--- src/rtl/uart_tx_fifo.sv ---
// uart_tx_fifo: UART transmitter fed by a small FIFO with a valid/ready write port.
// Each frame has a start bit, WORD data bits sent LSB first, an optional odd or even
// parity bit, and STOP_BITS stop bits. While the FIFO holds data, frames go out
// back-to-back with no idle gap.
//
// Ports:
//   i_Clock      - clock; all logic runs on the rising edge
//   i_Rst_n      - asynchronous active-low reset; release is expected to be synchronised
//   i_Tx_DV      - write valid
//   i_Tx_Byte    - write data, captured when i_Tx_DV && o_Tx_Ready
//   o_Tx_Ready   - FIFO not full
//   o_Fifo_Count - words waiting in the FIFO, not counting the frame on the line
//   o_Tx_Serial  - registered serial line, idle high
//   o_Tx_Active  - high while a frame is on the line
//   o_Tx_Done    - one-cycle pulse after the last stop-bit cycle of each frame
module uart_tx_fifo #(
  parameter int unsigned CLKS_PER_BIT = 87,
  parameter int unsigned WORD         = 8,
  parameter int unsigned PARITY       = 0,
  parameter int unsigned STOP_BITS    = 1,
  parameter int unsigned FIFO_DEPTH   = 4
) (
  input  logic                        i_Clock,
  input  logic                        i_Rst_n,
  input  logic                        i_Tx_DV,
  input  logic [WORD-1:0]             i_Tx_Byte,
  output logic                        o_Tx_Ready,
  output logic [$clog2(FIFO_DEPTH):0] o_Fifo_Count,
  output logic                        o_Tx_Serial,
  output logic                        o_Tx_Active,
  output logic                        o_Tx_Done
);

  localparam int unsigned PtrW   = $clog2(FIFO_DEPTH);
  localparam int unsigned CountW = PtrW + 1;
  localparam int unsigned CntW   = $clog2(CLKS_PER_BIT);
  localparam int unsigned IdxW   = $clog2(WORD);

  localparam logic [CntW-1:0]   ClkLast  = CntW'(CLKS_PER_BIT - 1);
  localparam logic [IdxW-1:0]   WordLast = IdxW'(WORD - 1);
  localparam logic [IdxW-1:0]   StopLast = IdxW'(STOP_BITS - 1);
  localparam logic [CountW-1:0] Depth    = CountW'(FIFO_DEPTH);

  // Elaboration stops here on an illegal configuration.
  if (CLKS_PER_BIT < 2 || WORD < 5 || WORD > 9 || PARITY > 2 ||
      STOP_BITS < 1 || STOP_BITS > 2 || FIFO_DEPTH < 2 ||
      (FIFO_DEPTH & (FIFO_DEPTH - 1)) != 0) begin : gen_param_check
    $error("uart_tx_fifo: illegal parameter value");
  end

  typedef enum logic [2:0] {StIdle, StStart, StData, StParity, StStop} state_e;

  // FIFO storage and pointers. Depth is a power of two so the pointers wrap naturally.
  logic [WORD-1:0]   mem_q [FIFO_DEPTH];
  logic [PtrW-1:0]   wr_ptr_q, wr_ptr_d;
  logic [PtrW-1:0]   rd_ptr_q, rd_ptr_d;
  logic [CountW-1:0] count_q, count_d;
  logic              push, pop, fifo_empty;

  // Transmit FSM state.
  state_e          state_q, state_d;
  logic [CntW-1:0] clk_cnt_q, clk_cnt_d;
  logic [IdxW-1:0] bit_idx_q, bit_idx_d;
  logic [IdxW-1:0] idx_nxt;
  logic [WORD-1:0] shift_q, shift_d;
  logic            serial_q, serial_d;
  logic            active_q, active_d;
  logic            done_q, done_d;
  logic            bit_end;
  logic            par_bit;

  // Ready depends on the count alone, so a pop while full does not open the port.
  assign o_Tx_Ready   = (count_q < Depth);
  assign push         = i_Tx_DV && o_Tx_Ready;
  assign fifo_empty   = (count_q == '0);
  assign o_Fifo_Count = count_q;
  assign o_Tx_Serial  = serial_q;
  assign o_Tx_Active  = active_q;
  assign o_Tx_Done    = done_q;

  assign bit_end = (clk_cnt_q == ClkLast);
  assign idx_nxt = bit_idx_q + 1'b1;
  assign par_bit = (PARITY == 2) ? ^shift_q : ~^shift_q;

  always_comb begin
    wr_ptr_d = wr_ptr_q;
    rd_ptr_d = rd_ptr_q;
    count_d  = count_q;
    if (push) wr_ptr_d = wr_ptr_q + 1'b1;
    if (pop)  rd_ptr_d = rd_ptr_q + 1'b1;
    case ({push, pop})
      2'b10:   count_d = count_q + 1'b1;
      2'b01:   count_d = count_q - 1'b1;
      default: count_d = count_q;
    endcase
  end

  always_comb begin
    state_d   = state_q;
    clk_cnt_d = bit_end ? '0 : clk_cnt_q + 1'b1;
    bit_idx_d = bit_idx_q;
    shift_d   = shift_q;
    serial_d  = serial_q;
    active_d  = active_q;
    done_d    = 1'b0;
    pop       = 1'b0;

    unique case (state_q)
      StIdle: begin
        clk_cnt_d = '0;
        bit_idx_d = '0;
        serial_d  = 1'b1;
        if (!fifo_empty) begin
          pop      = 1'b1;
          shift_d  = mem_q[rd_ptr_q];
          state_d  = StStart;
          serial_d = 1'b0;
          active_d = 1'b1;
        end
      end
      StStart: begin
        if (bit_end) begin
          state_d   = StData;
          bit_idx_d = '0;
          serial_d  = shift_q[0];
        end
      end
      StData: begin
        if (bit_end) begin
          if (bit_idx_q == WordLast) begin
            bit_idx_d = '0;
            if (PARITY != 0) begin
              state_d  = StParity;
              serial_d = par_bit;
            end else begin
              state_d  = StStop;
              serial_d = 1'b1;
            end
          end else begin
            bit_idx_d = idx_nxt;
            serial_d  = shift_q[idx_nxt];
          end
        end
      end
      StParity: begin
        if (bit_end) begin
          state_d   = StStop;
          bit_idx_d = '0;
          serial_d  = 1'b1;
        end
      end
      StStop: begin
        if (bit_end) begin
          if (bit_idx_q == StopLast) begin
            done_d    = 1'b1;
            bit_idx_d = '0;
            // Chain straight into the next start bit when more data is queued.
            if (!fifo_empty) begin
              pop      = 1'b1;
              shift_d  = mem_q[rd_ptr_q];
              state_d  = StStart;
              serial_d = 1'b0;
            end else begin
              state_d  = StIdle;
              serial_d = 1'b1;
              active_d = 1'b0;
            end
          end else begin
            bit_idx_d = idx_nxt;
          end
        end
      end
      default: begin
        state_d  = StIdle;
        serial_d = 1'b1;
        active_d = 1'b0;
      end
    endcase
  end

  always_ff @(posedge i_Clock or negedge i_Rst_n) begin
    if (!i_Rst_n) begin
      state_q   <= StIdle;
      clk_cnt_q <= '0;
      bit_idx_q <= '0;
      shift_q   <= '0;
      serial_q  <= 1'b1;
      active_q  <= 1'b0;
      done_q    <= 1'b0;
      wr_ptr_q  <= '0;
      rd_ptr_q  <= '0;
      count_q   <= '0;
    end else begin
      state_q   <= state_d;
      clk_cnt_q <= clk_cnt_d;
      bit_idx_q <= bit_idx_d;
      shift_q   <= shift_d;
      serial_q  <= serial_d;
      active_q  <= active_d;
      done_q    <= done_d;
      wr_ptr_q  <= wr_ptr_d;
      rd_ptr_q  <= rd_ptr_d;
      count_q   <= count_d;
    end
  end

  // Storage needs no reset: the flushed pointers and count make old contents unreachable.
  always_ff @(posedge i_Clock) begin
    if (push) mem_q[wr_ptr_q] <= i_Tx_Byte;
  end

endmodule

--- config.mk ---
export PLATFORM = sky130hd
export DESIGN_NAME = uart_tx_fifo
export DESIGN_NICKNAME = d
export VERILOG_FILES = /design/src/rtl/uart_tx_fifo.sv
export SDC_FILE = /design/constraint.sdc
export NUM_CORES = 1
export LEC_CHECK = 0
export BUFFER_PORTS_ARGS = -buffer_cell sky130_fd_sc_hd__buf_2
export CORE_UTILIZATION = 45
export DETAILED_ROUTE_END_ITERATION = 8
export PLACE_DENSITY = 0.67
export SETUP_SLACK_MARGIN = 0.5
export SYNTH_ARGS = -nofsm -noshare
export SYNTH_HDL_FRONTEND = slang
export SYNTH_SLANG_ARGS = --single-unit
--- constraint.sdc ---
create_clock -name i_Clock -period 2.5 [get_ports i_Clock]
set_clock_uncertainty 0.05 [all_clocks]
set_input_delay 0.5 -clock i_Clock [delete_from_list [all_inputs] [get_ports i_Clock]]
set_output_delay 0.5 -clock i_Clock [all_outputs]
set_load 0.1 [all_outputs]
# Word-level counts from Yosys, hierarchy flattened
# Memory sizes are Yosys's and may differ from the RTL's.
# Index checks and enable logic that the tools add are counted.
# word_totals
reg_bits	31
mem_bits_rw	32
input_bits	11
out_inout_bits	7
wordCells	97
n_memories	1
# mem_list
memory	depth	word_bits	rd	rd_clocked_by_memory_dff	write_ports	line	text
mem_q	4	8	1	0	1	54	logic [WORD-1:0] mem_q [FIFO_DEPTH];
# classes
addsub	6
order_cmp	2
n_eq_ne	17
n_mux	46
bitwise	1
reduce_logical	14
# op_table
op	count
3-bit two-way mux	12
8-bit two-way mux	3
1-bit two-way mux	21
2-bit inequality test (second input constant)	8
8-bit case mux with 2 select lines	1
3-bit case mux with 5 select lines	1
7-bit two-way mux	2
3-bit case mux with 4 select lines	1
5-bit AND reduction	2
3-bit logical NOT	3
7-bit by 1-bit adder with 7-bit output (second input constant)	1
7-bit == test (second input constant)	1
7-bit AND reduction	1
3-bit by 1-bit adder with 3-bit output (second input constant)	2
3-bit by 2-bit == test with 1-bit output (second input constant)	2
3-bit == test (second input constant)	2
3-bit case mux with 2 select lines	1
1-bit case mux with 5 select lines	1
2-bit by 1-bit adder with 2-bit output (second input constant)	2
3-bit by 4-bit less-than comparator with 1-bit output (second input constant)	1
4-bit AND reduction	1
2-bit nonzero test	2
4-bit nonzero test	1
1-bit binary-select mux with 3-bit select	1
13 further kinds	13

# Depth between registers and ports, before layout
# Gate-level depths: netlist of the first run.
# depth
word_depth	7
ltp_mapped	14
depth_no_buf	12

# Least setup slack after synthesis of the first run
# No wires, ideal clock.
# synth_timing
path_kind	register to register
from	reg count_q[2] (netlist: o_Fifo_Count[2])
to	reg count_q[2] (netlist: o_Fifo_Count[2])
setup_ps	159
arrival_time_ps	3230
required_time_ps	2291
path_slack_ps	-939
path_stages_with_launch	12
n_path_buf	1
synth_period_minus_slack_ps	3439
cell_sequence	dfrtp_1 inv_1 a31oi_4 nand2_2 buf_6 inv_1 ha_1 inv_1 fa_1 xor2_1 nor2_1 xnor2_1
# synth_via
word_cells_on_any_way	13
cone_classes	add/sub (2); order compare (1); eq/ne (2); mux (5); reduce/logical (3)
# synth_rtl
item	line	text
start, declared	57	logic [CountW-1:0] count_q, count_d;
start signal, assigned	203	count_q <= count_d;
3-bit less-than comparator (*)	73	assign o_Tx_Ready = (count_q < Depth);
net o_Tx_Ready	27	output logic o_Tx_Ready,
1-bit logical AND (*)	74	assign push = i_Tx_DV && o_Tx_Ready;
2-bit by 1-bit == test with 1-bit output or 2-bit == test (tied branches)	91	case ({push, pop})
3-bit case mux with 2 select lines or 2-bit nonzero test (tied branches)	-	
# The timed path passes the listed nets; every way through them passes the cells marked *.
# A chain may end at the register's enable or synchronous reset.

# Final worst setup path of the first run
# layout_timing
from	reg bit_idx_q[0]
to	reg count_q[2] (netlist: o_Fifo_Count[2])
# layout_via
elab_chain_cells	6
word_cells_on_any_way	8
cone_classes	eq/ne (2); mux (4); reduce/logical (2)
# layout_lines
item	line	text
start, declared	63	logic [IdxW-1:0] bit_idx_q, bit_idx_d;
start signal, assigned	196	bit_idx_q <= bit_idx_d;
3-bit logical NOT (*)	154	if (bit_idx_q == StopLast) begin
1-bit two-way mux (*)	154	
1-bit two-way mux (*)	153	if (bit_end) begin
1-bit case mux with 2 select lines (*)	108	unique case (state_q)
net pop	58	logic push, pop, fifo_empty;
2-bit by 1-bit == test with 1-bit output or 2-bit == test (tied branches)	91	
3-bit case mux with 2 select lines or 2-bit nonzero test (tied branches)	-	
# Marked as above.

==> results.py, run 1 <==
metrics = {
    "synth": {
        "async_reset_ff_frac": 0.492,
        "synthesis.nets": 220,
        "yosysWarnings": 0,
        "synth_area_per_cell_sq_um": 14.5,
        "synth_top_cell_area_share": 0.334,
        "yosys.area.top_type": "edfxtp_1",
        "seq_area_frac_synth": 0.604,
        "synth-seq-cells": 63,
        "netlist_area_sq_mm": 0.00288,
        "post_synth_main_area_contributors": "edfxtp_1, dfrtp_1, mux4_2",
        "synth_ff_type": "edfxtp_1",
        "count_of_flip_flops_with_a_built_in_enable_after_synthesis": 32,
        "synthDistinctLibCells": 46,
        "synth_cells": 198,
    },
    "sta": {
        "worst_slack_ns": 0.290,
        "fmax_mhz": 453,
        "hold_viol_final": 0,
        "slew_violations": 0,
        "setup_violations": 0,
        "timing.final.crit_share": 0.884,
        "setup_repair_after_global_routing_missed_its_margin": "yes",
        "tightest_slew_ns": 0.692,
        "setup-tns-final_ns": 0,
        "timing.max_slew.rel_slack": 0.539,
        "timing.final.crit_period_ns": 2.21,
    },
    "power_and_ir_drop": {
        "switching_share": 0.371,
        "power_density_mw_per_mm2": 1070,
        "power_leakage_nw": 1.33,
        "power.share.sequential": 0.454,
        "power.internal_mw": 2.23,
        "fin_total_pwr_mw": 3.55,
        "vdd.ir_drop.worst_uv": 798,
        "switchingPower_mw": 1.32,
        "combinationalPowerShare": 0.335,
        "clockPowerShare": 0.210,
    },
    "route": {
        "totalWireLength_microns": 5070,
        "wire_per_inst_microns": 16.3,
        "first_pass_iters": 5,
        "drc": 0,
        "dr.first_iter.drc_count": 95,
        "avgViaCountPerCell": 5.25,
        "vias": 1632,
        "ant_nets": 0,
    },
    "critical_path": {
        "max_stage_delay_ns": 0.39,
        "worstSetupStartpointType": "register",
        "critPathMaxFanout": 3,
        "critPathSlowestCell": "dfrtp_1",
        "setup.worst_path.class": "reg -> reg",
        "worst_path_most_repeated_cell": "inv_2",
        "path_cells": "inv_2, ha_4, and4bb_2, a21bo_1, nand2_2, inv_2, ha_4, inv_2, fa_2, xor2_1, nor2_1, xnor2_1",
        "end_kind": "register",
        "critPathRequiredTime_ns": 2.70,
        "critical-path-top-delay-family": "adder cells",
        "worst_ep_arrival_time_ns": 2.41,
        "critical_path.n_buffers_inverters": 3,
    },
    "floorplanning": {
        "design.die.area_sq_mm": 0.00672,
        "fp.coreArea_sq_mm": 0.00603,
        "chipHeight_microns": 82.0,
        "start_util": 0.477,
        "placement_rows": 28,
        "die_width_microns": 82.0,
        "pin_count": 18,
    },
    "clocking": {
        "cts.path.max_buffers": 2,
        "clkSinkCount": 63,
        "postCtsHoldBufs": 0,
        "htree_levels": 3,
        "cts_root_buf": "clkbuf_8",
        "clk-insertion-delay-late_ns": 0.34,
        "clkSlewWorstSetupHoldPaths_ns": 0.07,
        "cts-buffers-inserted": 9,
        "tritoncts_clock_tree": "built",
    },
    "global_route": {
        "grt_pass1_wl_microns": 8050,
        "grt_start_max_net_pins": 32,
        "grt_use_total": 0.173,
        "global_route.overflow_total": 0,
        "antenna_found_initial": 0,
        "number_of_global_route_vias_before_repair": 1631,
    },
    "place": {
        "numPlacedInstances": 289,
        "detailed_place_hpwl_microns": 3390,
        "place_congestion": 0.857,
        "io_buffer_count": 17,
        "detailedPlace.worstSlack_ns": 0.263,
    },
    "finish": {
        "nFillCells": 511,
        "stdcell_count": 311,
        "post_route_cells_drive_above_1_share": 0.339,
        "antenna_cells_inserted": 0,
        "synthToLayoutAreaGrowth_pct": 15.1,
        "layout.nets": 253,
    },
    "run_status": {
        "outcome": "complete, no violations",
    },
    "hold_path": {
        "type_of_the_tightest_min_delay_check": "in -> async",
    },
    "run": {
        "maxCapViolCount": 0,
    },
}
[metrics by stage]
stage          instance area [sq um]  utilization  hold WS (ns)
3_3_place_gp                    3080        0.512         0.443
4_1_cts                         3280        0.545         0.165
2_1_floorplan                   2900            -         0.154
5_1_grt                         3310        0.549         0.214
3_5_place_dp                    3080        0.512         0.446
6_report                        3310        0.549         0.154
[power groups by stage]
stage	Sequential, mW	Combinational (mW)	Clock [mW]
4_1_cts	1.62	1.19	0.767
5_1_grt	1.65	1.28	0.813
3_3_place_gp	1.63	1.14	0
6_report	1.61	1.19	0.746
2_1_floorplan	1.75	0.793	0
3_5_place_dp	1.64	1.16	0
[metal layers]
layer  vias to the layer above  track usage  wire length, microns
li1                        787            -                     -
met1                       810        0.213                  2280
met2                        26        0.279                  2520
met3                         9       0.0411                   174
met4                         0       0.0947                    99
met5                         -            0                     0
[layout by cell type, fill, tap and decap left out, types with 2 or more instances in the layout]
| master | Yosys | layout |
|---|---|---|
| xor2_1 | 5 | 5 |
| nand2_1 | 5 | 5 |
| ha_1 | 10 | 8 |
| a211oi_1 | 2 | 2 |
| a32o_1 | 2 | 2 |
| inv_1 | 13 | 8 |
| o21ai_0 | 4 | 3 |
| nand3_1 | 5 | 5 |
| clkbuf_8 | 0 | 9 |
| ha_4 | 0 | 2 |
| mux4_2 | 10 | 10 |
| nor2_1 | 14 | 14 |
| nor2b_1 | 4 | 4 |
| o21ai_1 | 2 | 2 |
| inv_2 | 0 | 4 |
| and2_1 | 5 | 5 |
| mux2_4 | 7 | 7 |
| o22ai_1 | 2 | 2 |
| o31ai_1 | 2 | 2 |
| nand2_2 | 2 | 2 |
| xnor2_1 | 6 | 6 |
| nand2b_1 | 2 | 2 |
| o22a_1 | 2 | 2 |
| clkinv_2 | 0 | 3 |
| nor4_1 | 2 | 2 |
| edfxtp_1 | 32 | 32 |
| clkinvlp_4 | 0 | 4 |
| buf_2 | 2 | 17 |
| buf_4 | 1 | 12 |
| a21oi_1 | 4 | 4 |
| o21bai_1 | 2 | 2 |
| mux2_2 | 2 | 2 |
| dfrtp_1 | 30 | 28 |
[logic make-up (layout without fill, tap and decap cells)]
group | count (synthesis) | in the layout | share of synthesized area
AO/OA/AOI/OAI | 26 | 26 | 0.0665
buffers and inverters | 20 | 58 | 0.0309
multiplexers | 19 | 19 | 0.123
flip-flops | 63 | 63 | 0.604
AND/OR/NAND/NOR | 47 | 47 | 0.0879
XOR/XNOR | 11 | 11 | 0.0335
adder cells (fa/ha/maj) | 12 | 12 | 0.0544
[cell usage after synthesis (4+ instances only)]
cell / number
nor2_1: 14
xnor2_1: 6
a21oi_1: 4
edfxtp_1: 32
nand3_1: 5
xor2_1: 5
mux4_2: 10
dfrtp_1: 30
mux2_4: 7
nand2_1: 5
nor2b_1: 4
and2_1: 5
ha_1: 10
inv_1: 13
o21ai_0: 4
[state kept, by name, indices dropped and copies added, names as in the netlist, 2 cells and up]
register and count:
clk_cnt_q 7, rd_ptr_q 2, wr_ptr_q 2, o_Fifo_Count 3, mem_q 32, shift_q 8, state_q 3, bit_idx_q 3
[final timing paths]
check / start / to / slack [ns] / cells past startpoint
setup reg to reg: bit_idx_q[0] / o_Fifo_Count[2] / 0.29 / 12
min in group i_Clock: i_Tx_Byte[0] / mem_q[1][0] / 0.33 / 1
hold / removal: i_Rst_n / state_q[2] / 0.15 / 1
hold reg to reg: shift_q[2] / shift_q[2] / 0.46 / 1
max in group asynchronous: i_Rst_n / o_Fifo_Count[2] / 1.73 / 1
setup / recovery: bit_idx_q[0] / o_Fifo_Count[2] / 0.29 / 12
[layout make-up]
class	instances	area (sq um)	area share
Sequential cell	63	1740	0.526
Multi-Input combinational cell	115	1080	0.327
Timing Repair Buffer	29	175	0.0529
Clock buffer	10	128	0.0385
Tap cell	75	93.8	0.0283
Inverter	13	52.6	0.0159
Clock inverter	6	37.5	0.0113
[repair_timing]
item | 4_1_cts | 5_1_grt
gates resized for setup | 4 | 2
buffers inserted | 3 | 3
pin swaps | 6 | 1
endpoints found under the hold margin | 0 | 0
gates cloned | 0 | 0
setup endpoints to repair | 2 | 2
[worst register-to-register path: stages, from the launching register on]
cell	delay, ns
dfrtp_1	0.39
inv_2	0.08
ha_4	0.13
and4bb_2	0.25
a21bo_1	0.17
nand2_2	0.08
inv_2	0.07
ha_4	0.13
inv_2	0.03
fa_2	0.33
xor2_1	0.15
nor2_1	0.11
xnor2_1	0.14
(Power assumes the default switching activity.)
==> run 2, diff against run 1 <==
- ABC_AREA: default -> 1
- GPL_TIMING_DRIVEN: default -> 0
- SETUP_SLACK_MARGIN: 0.5 -> 0.15
==> run 2 against run 1 <==
Net effect: synthesized cell count is 46% higher; design area is 5.0% higher; sequential share of layout area is 2.5 points lower; core utilization is 0.22 points lower; count of clock-buffer cells in the layout is 1 lower; first-iteration DRC count is 3.2% lower; highest routed layer unchanged.
==> results.py, run 2 <==
metrics = {
    "synth": {
        "netlist_area_sq_mm": 0.00296,
        "synth_cells": 289,
        "yosys.area.top_type": "edfxtp_1",
        "synth-seq-cells": 63,
        "synthDistinctLibCells": 30,
        "synth_area_per_cell_sq_um": 10.3,
        "count_of_flip_flops_with_a_built_in_enable_after_synthesis": 32,
        "synthesis.nets": 311,
        "post_synth_main_area_contributors": "edfxtp_1, dfrtp_1, nand2_1",
        "synth_commonest_cells": "nand2_1, nor2_1, edfxtp_1",
        "async_reset_ff_frac": 0.492,
        "yosysWarnings": 0,
        "post-synth-top-count-cell": "nand2_1",
        "synth_ff_type": "edfxtp_1",
        "synth_top_cell_area_share": 0.324,
        "seq_area_frac_synth": 0.586,
    },
    "sta": {
        "setup_repair_after_global_routing_missed_its_margin": "no",
        "fmax_mhz": 450,
        "setup-tns-final_ns": 0,
        "slew_violations": 0,
        "timing.final.crit_period_ns": 2.22,
        "timing.max_slew.rel_slack": 0.463,
        "tightest_slew_ns": 0.802,
        "timing.final.crit_share": 0.889,
        "setup_violations": 0,
        "hold_viol_final": 0,
    },
    "critical_path": {
        "max_stage_delay_ns": 0.46,
        "worstSetupStartpointType": "register",
        "worst_ep_arrival_time_ns": 2.40,
        "critPathRequiredTime_ns": 2.67,
        "worst_path_most_repeated_cell": "nand2_4",
        "critPathSlowestCell": "dfrtp_2",
        "critical-path-top-delay-family": "adder cells",
        "critical_path.n_buffers_inverters": 3,
        "end_kind": "register",
        "path_cells": "inv_4, ha_1, nand2_1, nand2_4, nand2_4, nor2_8, buf_12, ha_4, inv_2, fa_2, a21oi_1, o21ai_1, xor2_1",
        "critical_path_depth": 13,
        "setup.worst_path.class": "reg -> reg",
        "worstRegToRegCells": 13,
        "critPathMaxFanout": 7,
    },
    "floorplanning": {
        "die_width_microns": 83.2,
        "start_util": 0.467,
        "fp.coreArea_sq_mm": 0.00635,
        "design.die.area_sq_mm": 0.00692,
        "chipHeight_microns": 83.2,
        "pin_count": 18,
        "placement_rows": 29,
    },
    "finish": {
        "mostFrequentLayoutCell": "nand2_1",
        "nFillCells": 541,
        "mostFrequentLayoutCells": "nand2_1, nor2_1, edfxtp_1",
        "synthToLayoutAreaGrowth_pct": 17.2,
        "post_route_cells_drive_above_1_share": 0.250,
        "registers.top_by_ff_count": "mem_q",
        "largest_register_ffs": 32,
        "multiInputGateArea_sq_mm": 0.00107,
        "layout.area.seq_sq_mm": 0.00174,
        "finalInstanceArea_sq_mm": 0.00347,
        "largestRegisters": "mem_q (32), shift_q (8), clk_cnt_q (7)",
        "layout.nets": 345,
        "antenna_cells_inserted": 0,
    },
    "global_route": {
        "grt_pass1_wl_microns": 8870,
        "antenna_found_initial": 0,
        "global_route.overflow_total": 0,
        "grt_use_total": 0.167,
        "grt_start_max_net_pins": 32,
        "number_of_global_route_vias_before_repair": 2013,
    },
    "power_and_ir_drop": {
        "fin_total_pwr_mw": 2.91,
        "power_leakage_nw": 1.54,
        "switchingPower_mw": 0.915,
        "clockPowerShare": 0.372,
        "switching_share": 0.314,
        "vdd.ir_drop.worst_uv": 491,
        "power.internal_mw": 2.00,
        "combinationalPowerShare": 0.192,
        "power.share.sequential": 0.436,
        "power_density_mw_per_mm2": 838,
    },
    "clocking": {
        "clkSlewWorstSetupHoldPaths_ns": 0.08,
        "htree_levels": 3,
        "cts-buffers-inserted": 9,
        "tritoncts_clock_tree": "built",
        "clkSinkCount": 63,
        "cts_root_buf": "clkbuf_8",
        "cts.path.max_buffers": 2,
        "clk-insertion-delay-late_ns": 0.35,
    },
    "route": {
        "wire_per_inst_microns": 12.6,
        "totalWireLength_microns": 5120,
        "avgViaCountPerCell": 4.97,
        "dr.first_iter.drc_count": 92,
        "vias": 2011,
        "first_pass_iters": 5,
        "drc": 0,
        "ant_nets": 0,
    },
    "run": {
        "maxCapViolCount": 0,
    },
    "place": {
        "postPlaceCellArea_sq_mm": 0.00318,
        "io_buffer_count": 17,
        "detailed_place_hpwl_microns": 3460,
        "place_congestion": 0.775,
    },
    "run_status": {
        "outcome": "complete, no violations",
    },
    "hold_path": {
        "type_of_the_tightest_min_delay_check": "in -> async",
    },
}
-- run 2: worst paths after layout --
| kind | slack [ns] | startpoint | end |
|---|---|---|---|
| min reg2reg | 0.42 | shift_q[5] | shift_q[5] |
| max | 0.28 | bit_idx_q[0] | o_Fifo_Count[2] |
| max reg2reg | 0.28 | bit_idx_q[0] | o_Fifo_Count[2] |
| min in group i_Clock | 0.31 | i_Tx_Byte[1] | mem_q[2][1] |
| min | 0.13 | i_Rst_n | clk_cnt_q[3] |
| max in group asynchronous | 1.76 | i_Rst_n | o_Fifo_Count[2] |
-- run 2: cell families (layout without fill, tap and decap cells) --
| family | count (synthesis) | after routing | synth area share |
|---|---|---|---|
| XOR/XNOR | 5 | 5 | 0.0148 |
| adder cells (fa/ha/maj) | 11 | 11 | 0.0490 |
| AO/OA/AOI/OAI | 41 | 41 | 0.0747 |
| buffers and inverters | 44 | 83 | 0.0625 |
| AND/OR/NAND/NOR | 125 | 125 | 0.213 |
| flip-flops | 63 | 63 | 0.586 |
-- run 2: power by group through the flow --
stage	combinational [mW]	clock, mW	sequential, mW
6_report	0.560	1.08	1.27
5_1_grt	0.609	1.15	1.28
4_1_cts	0.568	1.10	1.27
3_5_place_dp	0.567	0	1.29
3_3_place_gp	0.553	0	1.29
2_1_floorplan	0.273	0	1.46
-- run 2: what timing repair did --
| action | 4_1_cts | 5_1_grt |
|---|---|---|
| resized for setup | 3 | 0 |
| endpoints found under the setup margin | 1 | 1 |
| hold buffers | 0 | 0 |
| cloned | 0 | 0 |
| buffers inserted | 2 | 4 |
| pin swaps | 0 | 2 |
-- run 2: layout make-up --
cell class	count	area share
Sequential cell	63	0.502
Multi-Input combinational cell	182	0.308
Inverter	38	0.0429
Timing Repair Buffer	23	0.0375
Clock buffer	9	0.0357
Clock inverter	7	0.0349
Tap cell	77	0.0277
Buffer	6	0.0122
-- run 2: metal layers --
| metal | wire (microns) | vias to the layer above | GRT usage |
|---|---|---|---|
| met4 | 57 | 0 | 0.0940 |
| met2 | 2590 | 33 | 0.272 |
| met3 | 159 | 6 | 0.0557 |
| li1 | - | 1016 | - |
| met1 | 2310 | 956 | 0.193 |
| met5 | 0 | - | 0 |
-- run 2: metrics by stage --
step           setup slack, ns  hold WS, ns  instances  utilization
2_1_floorplan           -0.252        0.154        289            -
3_5_place_dp            0.0488        0.409        383        0.501
4_1_cts                  0.183        0.155        401        0.542
3_3_place_gp            0.0913        0.407        383        0.501
6_report                 0.277        0.130        405        0.547
5_1_grt                  0.162        0.201        405        0.547
